$ cat src/rtl/cv_pkg.sv
// Shared definitions for the CV tile scheduler.
// Holds the dimension widths, the scheduler state encoding, the latched
// layer configuration record and a zero-extension helper used wherever
// 11-bit dimensions are combined at the 12-bit internal width.
package cv_pkg;

  localparam int DIM_W = 11;          // width of every layer/tile dimension
  localparam int INT_W = DIM_W + 1;   // internal width so origin + tile never wraps
  localparam int K_W   = 5;           // kernel size width

  typedef enum logic [2:0] {
    IDLE = 3'd0,
    LW   = 3'd1,
    LIF  = 3'd2,
    SOF  = 3'd3,
    NEXT = 3'd4,
    DONE = 3'd5
  } state_e;

  // Configuration captured on an accepted start.
  typedef struct packed {
    logic [DIM_W-1:0] i;
    logic [DIM_W-1:0] o;
    logic [DIM_W-1:0] ho;
    logic [DIM_W-1:0] wo;
    logic [K_W-1:0]   k;
    logic [DIM_W-1:0] tile_o;
    logic [DIM_W-1:0] tile_h;
    logic [DIM_W-1:0] tile_w;
  } cfg_t;

  function automatic logic [INT_W-1:0] zx(input logic [DIM_W-1:0] v);
    return {1'b0, v};
  endfunction

endpackage

$ cat src/rtl/cv_tile_scheduler_if.sv
// Scheduler <-> data loader interface.
// master (scheduler): drives tile origins/extents and the three level
//   commands load_weight/load_input/store_output; receives loader_done.
// slave (loader): the mirror view; drives the one-cycle loader_done pulse.
interface cv_tile_scheduler_if;
  import cv_pkg::*;

  logic [DIM_W-1:0] Iori, Oori, Hori, Wori;
  logic [DIM_W-1:0] Iext, Oext, Hext, Wext;
  logic             load_weight, load_input, store_output;
  logic             loader_done;

  modport master (
    output Iori, Oori, Hori, Wori, Iext, Oext, Hext, Wext,
    output load_weight, load_input, store_output,
    input  loader_done
  );

  modport slave (
    input  Iori, Oori, Hori, Wori, Iext, Oext, Hext, Wext,
    input  load_weight, load_input, store_output,
    output loader_done
  );
endinterface

$ cat src/rtl/cv_tile_extent.sv
// Tile extent along one axis.
// Ports: tile  - maximum tile size on this axis
//        total - full output size on this axis
//        ori   - current tile origin
//        k     - kernel size (used only when HALO is set)
//        ext   - min(tile, total - ori), plus k-1 halo pixels when HALO=1
module cv_tile_extent
  import cv_pkg::*;
#(
  parameter bit HALO = 1'b0
) (
  input  logic [DIM_W-1:0] tile,
  input  logic [DIM_W-1:0] total,
  input  logic [DIM_W-1:0] ori,
  input  logic [K_W-1:0]   k,
  output logic [DIM_W-1:0] ext
);

  logic [INT_W-1:0] rem, span, halo, sum;
  logic             unused_sum_msb;

  assign rem  = zx(total) - zx(ori);
  assign span = (zx(tile) < rem) ? zx(tile) : rem;
  assign halo = HALO ? (INT_W'(k) - INT_W'(1)) : '0;
  assign sum  = span + halo;

  // For a valid layer span + k - 1 never exceeds H (or W), so the top bit is zero.
  assign ext            = sum[DIM_W-1:0];
  assign unused_sum_msb = sum[INT_W-1];

endmodule

$ cat src/rtl/cv_tile_scheduler.sv
// Convolution layer tile scheduler.
// Walks a layer as output-channel tiles (outer), output rows, output cols
// (inner), issuing load_weight once per O tile and load_input/store_output
// for every spatial tile, each held until the loader reports done.
// Ports: clk, rst_n (async active-low); start + I/O/H/W/K/TO/TH/TW layer
//        configuration; ldr (loader interface, master side);
//        busy, done (pulse), err (sticky), tiles (completed spatial tiles).
module cv_tile_scheduler
  import cv_pkg::*;
(
  input  logic                       clk,
  input  logic                       rst_n,
  input  logic                       start,
  input  logic [DIM_W-1:0]           I,
  input  logic [DIM_W-1:0]           O,
  input  logic [DIM_W-1:0]           H,
  input  logic [DIM_W-1:0]           W,
  input  logic [K_W-1:0]             K,
  input  logic [DIM_W-1:0]           TO,
  input  logic [DIM_W-1:0]           TH,
  input  logic [DIM_W-1:0]           TW,
  cv_tile_scheduler_if.master        ldr,
  output logic                       busy,
  output logic                       done,
  output logic                       err,
  output logic [15:0]                tiles
);

  state_e           state_q, state_d;
  cfg_t             cfg_q, cfg_d;
  logic [DIM_W-1:0] oori_q, oori_d, hori_q, hori_d, wori_q, wori_d;
  logic             err_q, err_d;
  logic [15:0]      tiles_q, tiles_d;
  logic [INT_W-1:0] w_adv, h_adv, o_adv;
  logic [DIM_W-1:0] oext, hext, wext;
  logic             cfg_bad, show;

  assign cfg_bad = (K == '0) || (DIM_W'(K) > H) || (DIM_W'(K) > W) ||
                   (TO == '0) || (TH == '0) || (TW == '0);

  assign w_adv = zx(wori_q) + zx(cfg_q.tile_w);
  assign h_adv = zx(hori_q) + zx(cfg_q.tile_h);
  assign o_adv = zx(oori_q) + zx(cfg_q.tile_o);

  always_ff @(posedge clk or negedge rst_n) begin
    if (!rst_n) begin
      state_q <= IDLE;
      cfg_q   <= '0;
      oori_q  <= '0;
      hori_q  <= '0;
      wori_q  <= '0;
      err_q   <= 1'b0;
      tiles_q <= '0;
    end else begin
      state_q <= state_d;
      cfg_q   <= cfg_d;
      oori_q  <= oori_d;
      hori_q  <= hori_d;
      wori_q  <= wori_d;
      err_q   <= err_d;
      tiles_q <= tiles_d;
    end
  end

  always_comb begin
    state_d = state_q;
    cfg_d   = cfg_q;
    oori_d  = oori_q;
    hori_d  = hori_q;
    wori_d  = wori_q;
    err_d   = err_q;
    tiles_d = tiles_q;
    unique case (state_q)
      IDLE: begin
        if (start) begin
          cfg_d.i      = I;
          cfg_d.o      = O;
          cfg_d.ho     = H - DIM_W'(K) + DIM_W'(1);
          cfg_d.wo     = W - DIM_W'(K) + DIM_W'(1);
          cfg_d.k      = K;
          cfg_d.tile_o = TO;
          cfg_d.tile_h = TH;
          cfg_d.tile_w = TW;
          oori_d       = '0;
          hori_d       = '0;
          wori_d       = '0;
          tiles_d      = '0;
          err_d        = cfg_bad;
          // A bad configuration goes straight to DONE so no command is issued.
          state_d      = cfg_bad ? DONE : LW;
        end
      end
      LW:  if (ldr.loader_done) state_d = LIF;
      LIF: if (ldr.loader_done) state_d = SOF;
      SOF: if (ldr.loader_done) state_d = NEXT;
      NEXT: begin
        tiles_d = tiles_q + 16'd1;
        if (w_adv < zx(cfg_q.wo)) begin
          wori_d  = w_adv[DIM_W-1:0];
          state_d = LIF;
        end else begin
          wori_d = '0;
          if (h_adv < zx(cfg_q.ho)) begin
            hori_d  = h_adv[DIM_W-1:0];
            state_d = LIF;
          end else begin
            hori_d = '0;
            if (o_adv >= zx(cfg_q.o)) begin
              state_d = DONE;
            end else begin
              oori_d  = o_adv[DIM_W-1:0];
              state_d = LW;
            end
          end
        end
      end
      DONE:    state_d = IDLE;
      default: state_d = IDLE;
    endcase
  end

  cv_tile_extent #(.HALO(1'b0)) u_ext_o (
    .tile(cfg_q.tile_o), .total(cfg_q.o),  .ori(oori_q), .k(cfg_q.k), .ext(oext)
  );
  cv_tile_extent #(.HALO(1'b1)) u_ext_h (
    .tile(cfg_q.tile_h), .total(cfg_q.ho), .ori(hori_q), .k(cfg_q.k), .ext(hext)
  );
  cv_tile_extent #(.HALO(1'b1)) u_ext_w (
    .tile(cfg_q.tile_w), .total(cfg_q.wo), .ori(wori_q), .k(cfg_q.k), .ext(wext)
  );

  // Extents are only meaningful while a layer is being walked; outside that
  // they read zero so a bad or stale configuration never leaks out.
  assign show = (state_q == LW) || (state_q == LIF) ||
                (state_q == SOF) || (state_q == NEXT);

  assign ldr.load_weight  = (state_q == LW);
  assign ldr.load_input   = (state_q == LIF);
  assign ldr.store_output = (state_q == SOF);
  assign ldr.Iori         = '0;
  assign ldr.Oori         = oori_q;
  assign ldr.Hori         = hori_q;
  assign ldr.Wori         = wori_q;
  assign ldr.Iext         = show ? cfg_q.i : '0;
  assign ldr.Oext         = show ? oext : '0;
  assign ldr.Hext         = show ? hext : '0;
  assign ldr.Wext         = show ? wext : '0;

  assign busy  = (state_q != IDLE);
  assign done  = (state_q == DONE);
  assign err   = err_q;
  assign tiles = tiles_q;

endmodule
$ cat src/flat_wrapper.sv
// flat-port wrapper written by rule: the top's interface ports become plain ports
module cv_tile_scheduler_flat import cv_pkg::*;
  (clk, rst_n, start, I, O, H, W, K, TO, TH, TW, busy, done, err, tiles, ldr_Iori, ldr_Oori, ldr_Hori, ldr_Wori, ldr_Iext, ldr_Oext, ldr_Hext, ldr_Wext, ldr_load_weight, ldr_load_input, ldr_store_output, ldr_loader_done);
  cv_tile_scheduler_if ldr_i ();
  input  logic clk;
  input  logic rst_n;
  input  logic start;
  input  logic [DIM_W-1:0] I;
  input  logic [DIM_W-1:0] O;
  input  logic [DIM_W-1:0] H;
  input  logic [DIM_W-1:0] W;
  input  logic [K_W-1:0] K;
  input  logic [DIM_W-1:0] TO;
  input  logic [DIM_W-1:0] TH;
  input  logic [DIM_W-1:0] TW;
  output logic busy;
  output logic done;
  output logic err;
  output logic [15:0] tiles;
  output wire logic [$bits(ldr_i.Iori)-1:0] ldr_Iori;
  output wire logic [$bits(ldr_i.Oori)-1:0] ldr_Oori;
  output wire logic [$bits(ldr_i.Hori)-1:0] ldr_Hori;
  output wire logic [$bits(ldr_i.Wori)-1:0] ldr_Wori;
  output wire logic [$bits(ldr_i.Iext)-1:0] ldr_Iext;
  output wire logic [$bits(ldr_i.Oext)-1:0] ldr_Oext;
  output wire logic [$bits(ldr_i.Hext)-1:0] ldr_Hext;
  output wire logic [$bits(ldr_i.Wext)-1:0] ldr_Wext;
  output wire logic [$bits(ldr_i.load_weight)-1:0] ldr_load_weight;
  output wire logic [$bits(ldr_i.load_input)-1:0] ldr_load_input;
  output wire logic [$bits(ldr_i.store_output)-1:0] ldr_store_output;
  input wire logic [$bits(ldr_i.loader_done)-1:0] ldr_loader_done;
  assign ldr_Iori = ldr_i.Iori;
  assign ldr_Oori = ldr_i.Oori;
  assign ldr_Hori = ldr_i.Hori;
  assign ldr_Wori = ldr_i.Wori;
  assign ldr_Iext = ldr_i.Iext;
  assign ldr_Oext = ldr_i.Oext;
  assign ldr_Hext = ldr_i.Hext;
  assign ldr_Wext = ldr_i.Wext;
  assign ldr_load_weight = ldr_i.load_weight;
  assign ldr_load_input = ldr_i.load_input;
  assign ldr_store_output = ldr_i.store_output;
  assign ldr_i.loader_done = ldr_loader_done;
  cv_tile_scheduler u_core (.clk(clk), .rst_n(rst_n), .start(start), .I(I), .O(O), .H(H), .W(W), .K(K), .TO(TO), .TH(TH), .TW(TW), .ldr(ldr_i), .busy(busy), .done(done), .err(err), .tiles(tiles));
endmodule
$ cat config.mk
export PLATFORM = sky130hd
export DESIGN_NAME = cv_tile_scheduler_flat
export DESIGN_NICKNAME = d
export VERILOG_FILES = /design/src/rtl/cv_pkg.sv /design/src/rtl/cv_tile_scheduler_if.sv /design/src/rtl/cv_tile_extent.sv /design/src/rtl/cv_tile_scheduler.sv /design/src/flat_wrapper.sv
export SDC_FILE = /design/constraint.sdc
export NUM_CORES = 1
export LEC_CHECK = 0
export BUFFER_PORTS_ARGS = -buffer_cell sky130_fd_sc_hd__buf_2
export CORE_UTILIZATION = 45
export DETAILED_ROUTE_END_ITERATION = 8
export GPL_ROUTABILITY_DRIVEN = 0
export PLACE_DENSITY = 0.75
export SETUP_SLACK_MARGIN = 0.02
export SLEW_MARGIN = 20
export SYNTH_ARGS = -nofsm -noshare
export SYNTH_HDL_FRONTEND = slang
export SYNTH_HIERARCHICAL = 1
export SYNTH_SLANG_ARGS = --single-unit
$ cat constraint.sdc
create_clock -name clk -period 5.7 [get_ports clk]
set_input_delay 0.285 -clock clk [delete_from_list [all_inputs] [get_ports clk]]
set_output_delay 0.285 -clock clk [all_outputs]
set_load 0.005 [all_outputs]
**Word-level counts from Yosys, hierarchy flattened**

Index checks and enable logic that the tools add are counted.

- $add $sub $neg: 14
- Order comparisons: 8
- Equal/unequal tests: 12
- Multiplexer cells: 28
- Reduce and logical (&&, ||, !) cells: 20

Operators by type and width:

| cell | number |
|---|---|
| $mux 11 | 14 |
| $pmux 11 s2 | 3 |
| $add 11x11->12 | 3 |
| $lt 11x12->1 | 3 |
| $sub 11x11->12 | 3 |
| $logic_not 11->1 | 3 |
| $pmux 16 s2 | 1 |
| $lt 12x11->1 | 2 |
| $mux 3 | 8 |
| $add 11x1->11 const B | 2 |
| $add 11x11->11 | 2 |
| $gt 5x11->1 | 2 |
| $sub 11x5->11 | 2 |
| $add 16x1->16 const B | 1 |
| $mux 16 | 1 |
| $pmux 3 s5 | 1 |
| $ge 12x11->1 | 1 |
| $logic_or 1x1->1 | 8 |
| $ne 2x2->1 const B | 4 |
| $eq 3x2->1 const B | 2 |
| $eq 3x3->1 const B | 2 |
| $ne 2x1->1 const B | 3 |
| $sub 5x1->6 const B | 1 |
| $logic_not 5->1 | 1 |
| 8 further kinds | 9 |

- Flip-flop bits (word level): 135
- Bits of input ports: 86
- Output and inout port bits: 110

**Longest topological paths before layout**

Gate-level depths: netlist (run 1).

- Depth in word-level cells: 9
- Gate-level depth with buffers: 28
- Depth with buffers taken out: 27

**Cells and area by module**

The synthesis (run 1) kept the hierarchy.

By module, submodules not included:

| module | instances | cells an instance | area each (sq um) | seq. area each (sq um) |
|---|---|---|---|---|
| cv_tile_scheduler | 1 | 1,044 | 9,161.3 | 3,378.2 |
| cv_tile_extent (u_core.u_ext_h) | 1 | 183 | 1,378.8 | 0.0 |
| cv_tile_extent (u_core.u_ext_w) | 1 | 185 | 1,355.0 | 0.0 |
| cv_tile_extent (u_core.u_ext_o) | 1 | 132 | 1,001.0 | 0.0 |

**Worst setup path after synthesis (run 1)**

OpenSTA, ideal clock, no wires.

- Path kind: reg2out
- Start: reg u_core.hori_q[0] (netlist: u_core/ldr.Hori[0])
- End: out ldr_Hext[10]
- Arrival: 4,982 ps
- Required time: 5,415 ps
- Path slack: 433 ps
- Cell stages (with the launch flop): 26
- Cells stage by stage: dfrtp_1 ha_1 fa_1 nor2b_1 o31a_1 o31ai_2 and4b_1 nor4b_2 ha_1 a211oi_1 a221oi_1 o311ai_4 buf_2 nand2_1 o21ai_1 ha_1 inv_1 fa_1 nor2b_4 o31a_1 o21a_1 a311o_2 o31ai_4 xnor2_1 xnor2_1 and2_1

- Cells in the longest elaborated chain, start to end: 5

RTL lines:

| item | RTL line | text |
|---|---|---|
| start, declared | cv_tile_scheduler.sv:31 | `logic [DIM_W-1:0] oori_q, oori_d, hori_q, hori_d, wori_q, wori_d;` |
| start signal, assigned | cv_tile_scheduler.sv:58 | `hori_q <= hori_d;` |
| $sub 11x11->12 * | cv_tile_extent.sv:22 | `assign rem = zx(total) - zx(ori);` |
| $lt 11x12->1 | cv_tile_extent.sv:23 | `assign span = (zx(tile) < rem) ? zx(tile) : rem;` |
| $mux 11 * | cv_tile_extent.sv:23 |  |
| $add 11x11->11 * | cv_tile_extent.sv:25 | `assign sum = span + halo;` |
| net u_core.hext[10] | cv_tile_scheduler.sv:35 | `logic [DIM_W-1:0] oext, hext, wext;` |
| $mux 11 * | cv_tile_scheduler.sv:146 | `assign ldr.Hext = show ? hext : '0;` |
| end, declared | flat_wrapper.sv:26 | `output wire logic [$bits(ldr_i.Hext)-1:0] ldr_Hext;` |

The timed path passes the listed nets; every way through them passes the cells marked *.

**Worst setup path in the final report (run 1)**

- Start: reg u_core/cfg_q[38] in the netlist's numbering
- End: out ldr_Wext[10]

- Cells in the longest elaborated chain, start to end: 5

RTL lines:

| item | RTL line | text |
|---|---|---|
| start, declared | cv_tile_scheduler.sv:30 | `cfg_t cfg_q, cfg_d;` |
| start signal, assigned | cv_tile_scheduler.sv:56 | `cfg_q <= cfg_d;` |
| $sub 11x11->12 * | cv_tile_extent.sv:22 |  |
| $lt 11x12->1 | cv_tile_extent.sv:23 |  |
| $mux 11 * | cv_tile_extent.sv:23 |  |
| $add 11x11->11 * | cv_tile_extent.sv:25 |  |
| net u_core.wext[10] | cv_tile_scheduler.sv:35 |  |
| $mux 11 * | cv_tile_scheduler.sv:147 | `assign ldr.Wext = show ? wext : '0;` |
| end, declared | flat_wrapper.sv:27 | `output wire logic [$bits(ldr_i.Wext)-1:0] ldr_Wext;` |

Marked as above.

==> results.cfg, run 1 <==
[place]
io_buffer_count = 184
hpwl_um = 27000
dpl_worst_slack_ns = -0.0183

[global_route]
grt_pass1_vias = 11200
grt_pass1_wl_um = 55900
gr-total-overflow = 0
grt_start_max_net_pins = 93
antenna_found_initial = 0
gr-usage-all-layers_pct = 24.3

[logic_synthesis]
synth_top_cells_by_count = nand2_1 (253), ha_1 (193), inv_1 (157), dfrtp_1 (135), o21ai_0 (88)
yosysTopAreaCell = dfrtp_1
synthCells = 1544
synth-edff-count = 0
synth_seq_cells = 135
yosysMostFrequentCell = nand2_1
synthAdderAreaFrac_pct = 20.6
synth_area_leaders = dfrtp_1 (26%), ha_1 (19%), nand2_1 (7.4%)
synth_seq_area_share_pct = 26.2
ys.flop_type = dfrtp_1
syn_area_mm2 = 0.0129
synth_simple_gate_area_share_pct = 19.7
synth.top_cell.area_share_pct = 26.2
synth_top_family_by_area = adder cells
synth_mux_area_share_pct = 2.68
ys_types = 85
synth-xor-area-share_pct = 5.63
async_flop_share_pct = 100
synth-compound-area-share_pct = 18.5
ys.warnings.count = 6
postSynthAreaPerCell_um2 = 8.35

[setup_path]
worst_r2r_endpoint = u_core/ldr.Hori[9]$_DFFE_PN0P_
worstSetupPathDepth = 25
crit_arrival_ns = 5.49
r2r_slack_ns = 1.07
cp-end-kind = primary output
required_ns = 5.41
cpMostUsedCell = o31a_1
setup.worst_path.class = register to primary output
cp_max_fo = 8
slowest_delay_ns = 0.39
r2r_start = u_core/cfg_q[0]$_DFFE_PN0P_
crit_family = compound AO/OA/AOI/OAI gates
path_buf_inv = 2
critPathSlowestCell = dfrtp_1
cp-start-kind = register
reg2regPathDepth = 17

[drt]
ant_nets = 0
drc = 0
wl_um = 35300
vias = 11700
wl_per_cell_um = 16.6
viasPerCell = 5.48
drt_iter0_markers = 654
dr.pass1.iters = 5

[layout]
drive_gt1_share_pct = 18.1
diodes = 0
syn_to_final_growth_pct = 17.2
finalNetCount = 2029

[clock_network]
cts_tree = done
h-tree-depth = 4
cts_sinks = 135
clk_latency_ns = 0.44
cts_made_buffers = 17
clk_pin_slew_ns = 0.06
clockRootBuffer = clkbuf_16
cts.path.max_buffers = 2

[timing]
fin_crit_sh_pct = 101
rsz0062_at_grt = yes
worstMarginPinSlew_ns = 1.07
finalHoldViolCount = 0
timing.hold.ws_ns = 0.0494
layout_setup_ws_ns = -0.0729
fin_crit_ns = 5.77
fmax_mhz = 173
setup_viol = 2
slew_violations = 0
relSlewSlack_pct = 28.6
fin_skew_ns = 0.0162

[flow_run]
maxCapViolCount = 0

[hold_path]
min_to = u_core/cfg_q[78]$_DFFE_PN0P_
hold_class = input port to register
hold_path_depth = 3
hp-start = I[7]

[floorplanning]
dieArea_mm2 = 0.0293
rows = 61
coreArea_mm2 = 0.0280
start_util_pct = 46.0
die_h_um = 171
die_x_um = 171
io_pins = 196

[status]
violations = negative setup slack
outcome = complete, but fails checks
-- layout by cell type, fill, tap and decap left out, types with 6 or more instances in the layout --
master and instances:
nand2_1 251, ha_1 185, buf_2 183, inv_1 154
dfrtp_1 134, o21ai_0 82, nor2_1 62, xnor2_1 61
a21oi_1 46, and2_1 46, nor3_1 33, buf_4 31
o21ai_1 31, nand3_1 26, o21a_1 25, a21o_1 22
a22o_1 19, nor2b_1 18, mux2i_1 18, xor2_1 18
clkbuf_16 17, o211ai_1 16, nand4_1 15, a211oi_1 13
nand2b_1 12, o21bai_1 11, conb_1 11, nor4_1 10
and3_1 9, o31ai_1 9, mux2_1 9, a31oi_1 8
o31a_1 8, fa_1 8, or3_1 7, a211o_1 6
and2_0 6, ha_2 6
-- registers in the layout (all words and copies together), names as in the netlist --
name             count
u_core/ldr.Hori     11
u_core/err           1
u_core/cfg_q        82
u_core/ldr.Wori     11
u_core/ldr.Oori     11
u_core/tiles        16
u_core/state_q       3
-- logic make-up after synthesis --
family / Yosys count
AO/OA/AOI/OAI: 350
other: 1
multiplexers: 32
AND/OR/NAND/NOR: 527
flip-flops: 135
XOR/XNOR: 82
adder cells (fa/ha/maj): 205
buffers and inverters: 212
-- worst register-to-register path, cell delays in order, from the launching register on --
cell       delay, ns
dfrtp_1         0.46
ha_1            0.25
inv_1           0.07
fa_1            0.40
nor2b_1         0.16
o21a_1          0.15
o21ai_1         0.09
nand2b_1        0.12
a21oi_1         0.09
xnor2_1         0.24
ha_1            0.30
o21ai_0         0.16
nor2_1          0.09
a2111oi_4       0.33
a21oi_1         0.17
or3_1           0.41
a21oi_2         0.64
mux2_1          0.40
-- routing by layer --
layer / up-vias / track usage, % / wire length (um)
met1: 5516 / 30.6 / 15700
met5: - / 0 / 0
met2: 334 / 40.5 / 16300
met4: 0 / 8.54 / 1110
li1: 5734 / - / -
met3: 70 / 5.45 / 2150
-- repair_timing --
action / CTS / global route
hold endpoints to repair: 77 / 0
pin swaps: 15 / 29
gates resized for setup: 24 / 25
cloned: 0 / 0
hold buffers: 1 / 0
setup buffers: 12 / 10
setup endpoints to repair: 6 / 11
-- layout make-up --
type | instances | area, um^2
fill | 2554 | 12900
clock buffer | 19 | 443
clock inverter | 12 | 153
timing repair buffer | 217 | 1180
sequential | 135 | 3380
inverter | 160 | 601
multi-input combinational | 1207 | 8890
tap | 378 | 473
-- stage by stage --
step                area (um^2)  setup TNS, ns  cells  util (%)
floorplan                 12900              0   1554         -
global placement          14200              0   2074      50.6
detailed placement        14200        -0.0183   2074      50.6
CTS                       15000        -0.0902   2118      53.4
global route              15100          -1.31   2128      54.0
finish                    15100        -0.0760   2128      54.0
-- worst max-delay path by stage --
stage | start | endpoint | slack [ns]
after global routing | u_core/ldr.Wori[1]$_DFFE_PN0P_ | ldr_Wext[10] | -0.35
final | u_core/cfg_q[38]$_DFFE_PN0P_ | ldr_Wext[10] | -0.07
after CTS | u_core/ldr.Hori[0]$_DFFE_PN0P_ | ldr_Hext[10] | -0.09
after detailed placement | u_core/ldr.Hori[0]$_DFFE_PN0P_ | ldr_Hext[10] | -0.02
after global placement | u_core/ldr.Hori[0]$_DFFE_PN0P_ | ldr_Hext[10] | 0.18
after floorplan | u_core/ldr.Hori[0]$_DFFE_PN0P_ | ldr_Hext[10] | 0.43
Power of run 1 is left out: the tool's default activity adds up to more than one toggle a clock period on the data nets, which glitch-free logic cannot reach.
==> inputs of run 2 (changes only) <==
==> constraint.sdc (replaced) <==
create_clock -name clk -period 5.7 [get_ports clk]
set_input_delay 1.71 -clock clk [delete_from_list [all_inputs] [get_ports clk]]
set_output_delay 1.71 -clock clk [all_outputs]
set_load 0.005 [all_outputs]
==> results.cfg, run 2 (synthesis gave the netlist of run 1 again) <==
[status]
outcome = complete, but fails checks
violations = negative setup slack

[timing]
worstMarginPinSlew_ns = 1.08
fin_skew_ns = 0.0142
relSlewSlack_pct = 27.9
fmax_mhz = 141
setup_viol = 29
fin_crit_sh_pct = 125
fin_crit_ns = 7.12
layout_setup_ws_ns = -1.42
rsz0062_at_grt = yes
finalHoldViolCount = 0
slew_violations = 0
timing.hold.ws_ns = 0.466

[drt]
vias = 12300
drc = 0
drt_iter0_markers = 705
viasPerCell = 5.41
ant_nets = 0
dr.pass1.iters = 6
wl_per_cell_um = 16.4
wl_um = 37300

[setup_path]
slowest_delay_ns = 0.39
cp-end-kind = primary output
crit_family = compound AO/OA/AOI/OAI gates
cp-start-kind = register
required_ns = 3.99
critPathSlowestCell = dfrtp_1
setup.worst_path.class = register to primary output
cp_max_fo = 8
path_buf_inv = 2
crit_arrival_ns = 5.41

[clock_network]
cts_tree = done
cts_made_buffers = 17
cts_sinks = 135
h-tree-depth = 4
clockRootBuffer = clkbuf_16
cts.path.max_buffers = 2
hold_buffers = 0
clk_pin_slew_ns = 0.06
clk_latency_ns = 0.44

[global_route]
grt_start_max_net_pins = 97
gr-usage-all-layers_pct = 25.3
gr-total-overflow = 0
grt_pass1_vias = 12100
antenna_found_initial = 0
grt_pass1_wl_um = 58100

[layout]
drive_gt1_share_pct = 26.5
top_register = u_core/cfg_q
largest_register_ffs = 82
syn_to_final_growth_pct = 28.7
final_area_mm2 = 0.0166
final_cell_mix = nand2_1 (247), buf_2 (181), ha_1 (177), buf_4 (170), inv_1 (150)
multiInputGateArea_mm2 = 0.00916
layout_commonest_cell = nand2_1
post-route-util_pct = 59.2
diodes = 0
nFillCells = 2476
finalNetCount = 2179
fin_cells = 2278
seqCellArea_mm2 = 0.00338

[place]
io_buffer_count = 184
hpwl_um = 28600
dp.cells = 2211
placed_area_mm2 = 0.0153

[floorplanning]
dieArea_mm2 = 0.0293
rows = 61
die_x_um = 171
die_h_um = 171
io_pins = 196
start_util_pct = 46.0
coreArea_mm2 = 0.0280

[flow_run]
maxCapViolCount = 0

[hold_path]
hold_class = register to register
run 2: timing repair:
| item | in CTS | in global routing |
|---|---|---|
| setup endpoints to repair | 33 | 33 |
| resized for setup | 38 | 49 |
| buffers inserted | 19 | 18 |
| pin swaps | 34 | 29 |
run 2: worst paths after layout:
kind / from / end / slack (ns) / cells after the start
worst min-delay path: u_core/cfg_q[81]$_DFFE_PN0P_ / u_core/cfg_q[81]$_DFFE_PN0P_ / 0.47 / 2
max in group asynchronous: rst_n / u_core/cfg_q[60]$_DFFE_PN0P_ / 3.19 / 2
worst min register to register: u_core/cfg_q[81]$_DFFE_PN0P_ / u_core/cfg_q[81]$_DFFE_PN0P_ / 0.47 / 2
min in group asynchronous: rst_n / u_core/cfg_q[46]$_DFFE_PN0P_ / 1.35 / 1
worst max register to register: u_core/ldr.Oori[0]$_DFFE_PN0P_ / u_core/ldr.Oori[0]$_DFFE_PN0P_ / 0.90 / 16
worst max-delay path: u_core/ldr.Hori[0]$_DFFE_PN0P_ / ldr_Hext[10] / -1.42 / 25
run 2: area by class of cell:
class                   count  area share [%]
multi-input cells        1207            55.2
flip-flops and latches    135            20.4
repair buffers            367            14.4
inverters                 160            3.62
well taps                 378            2.85
clock buffers              24            2.84
clock inverters             7           0.724
run 2: per-stage QoR:
stage | setup slack [ns] | setup TNS, ns
after floorplan | -0.726 | -3.46
final | -1.42 | -18.79
after CTS | -1.40 | -18.44
after global routing | -1.61 | -24.69
after detailed placement | -1.04 | -10.87
after global placement | -0.890 | -7.99
run 2: worst reg2reg max path, cell delays in order (launching register included):
cell       delay, ns
dfrtp_1         0.41
buf_4           0.16
ha_1            0.24
fa_1            0.41
a21o_1          0.19
a211oi_1        0.37
o21ai_1         0.17
a31o_1          0.23
a21oi_1         0.18
xnor2_1         0.17
ha_1            0.28
nor2b_1         0.14
a2111oi_0       0.33
o21ai_0         0.23
o41a_1          0.36
or3_1           0.53
a22o_1          0.27
run 2: layer usage:
layer / up-vias / track usage, % / share of wire [%]
met5: - / 0 / 0
met4: 0 / 11.6 / 3.6
met3: 80 / 4.44 / 5.2
met2: 345 / 44.9 / 49
met1: 5849 / 29.6 / 42
li1: 6045 / - / -
Power of run 2 is left out for the same reason.
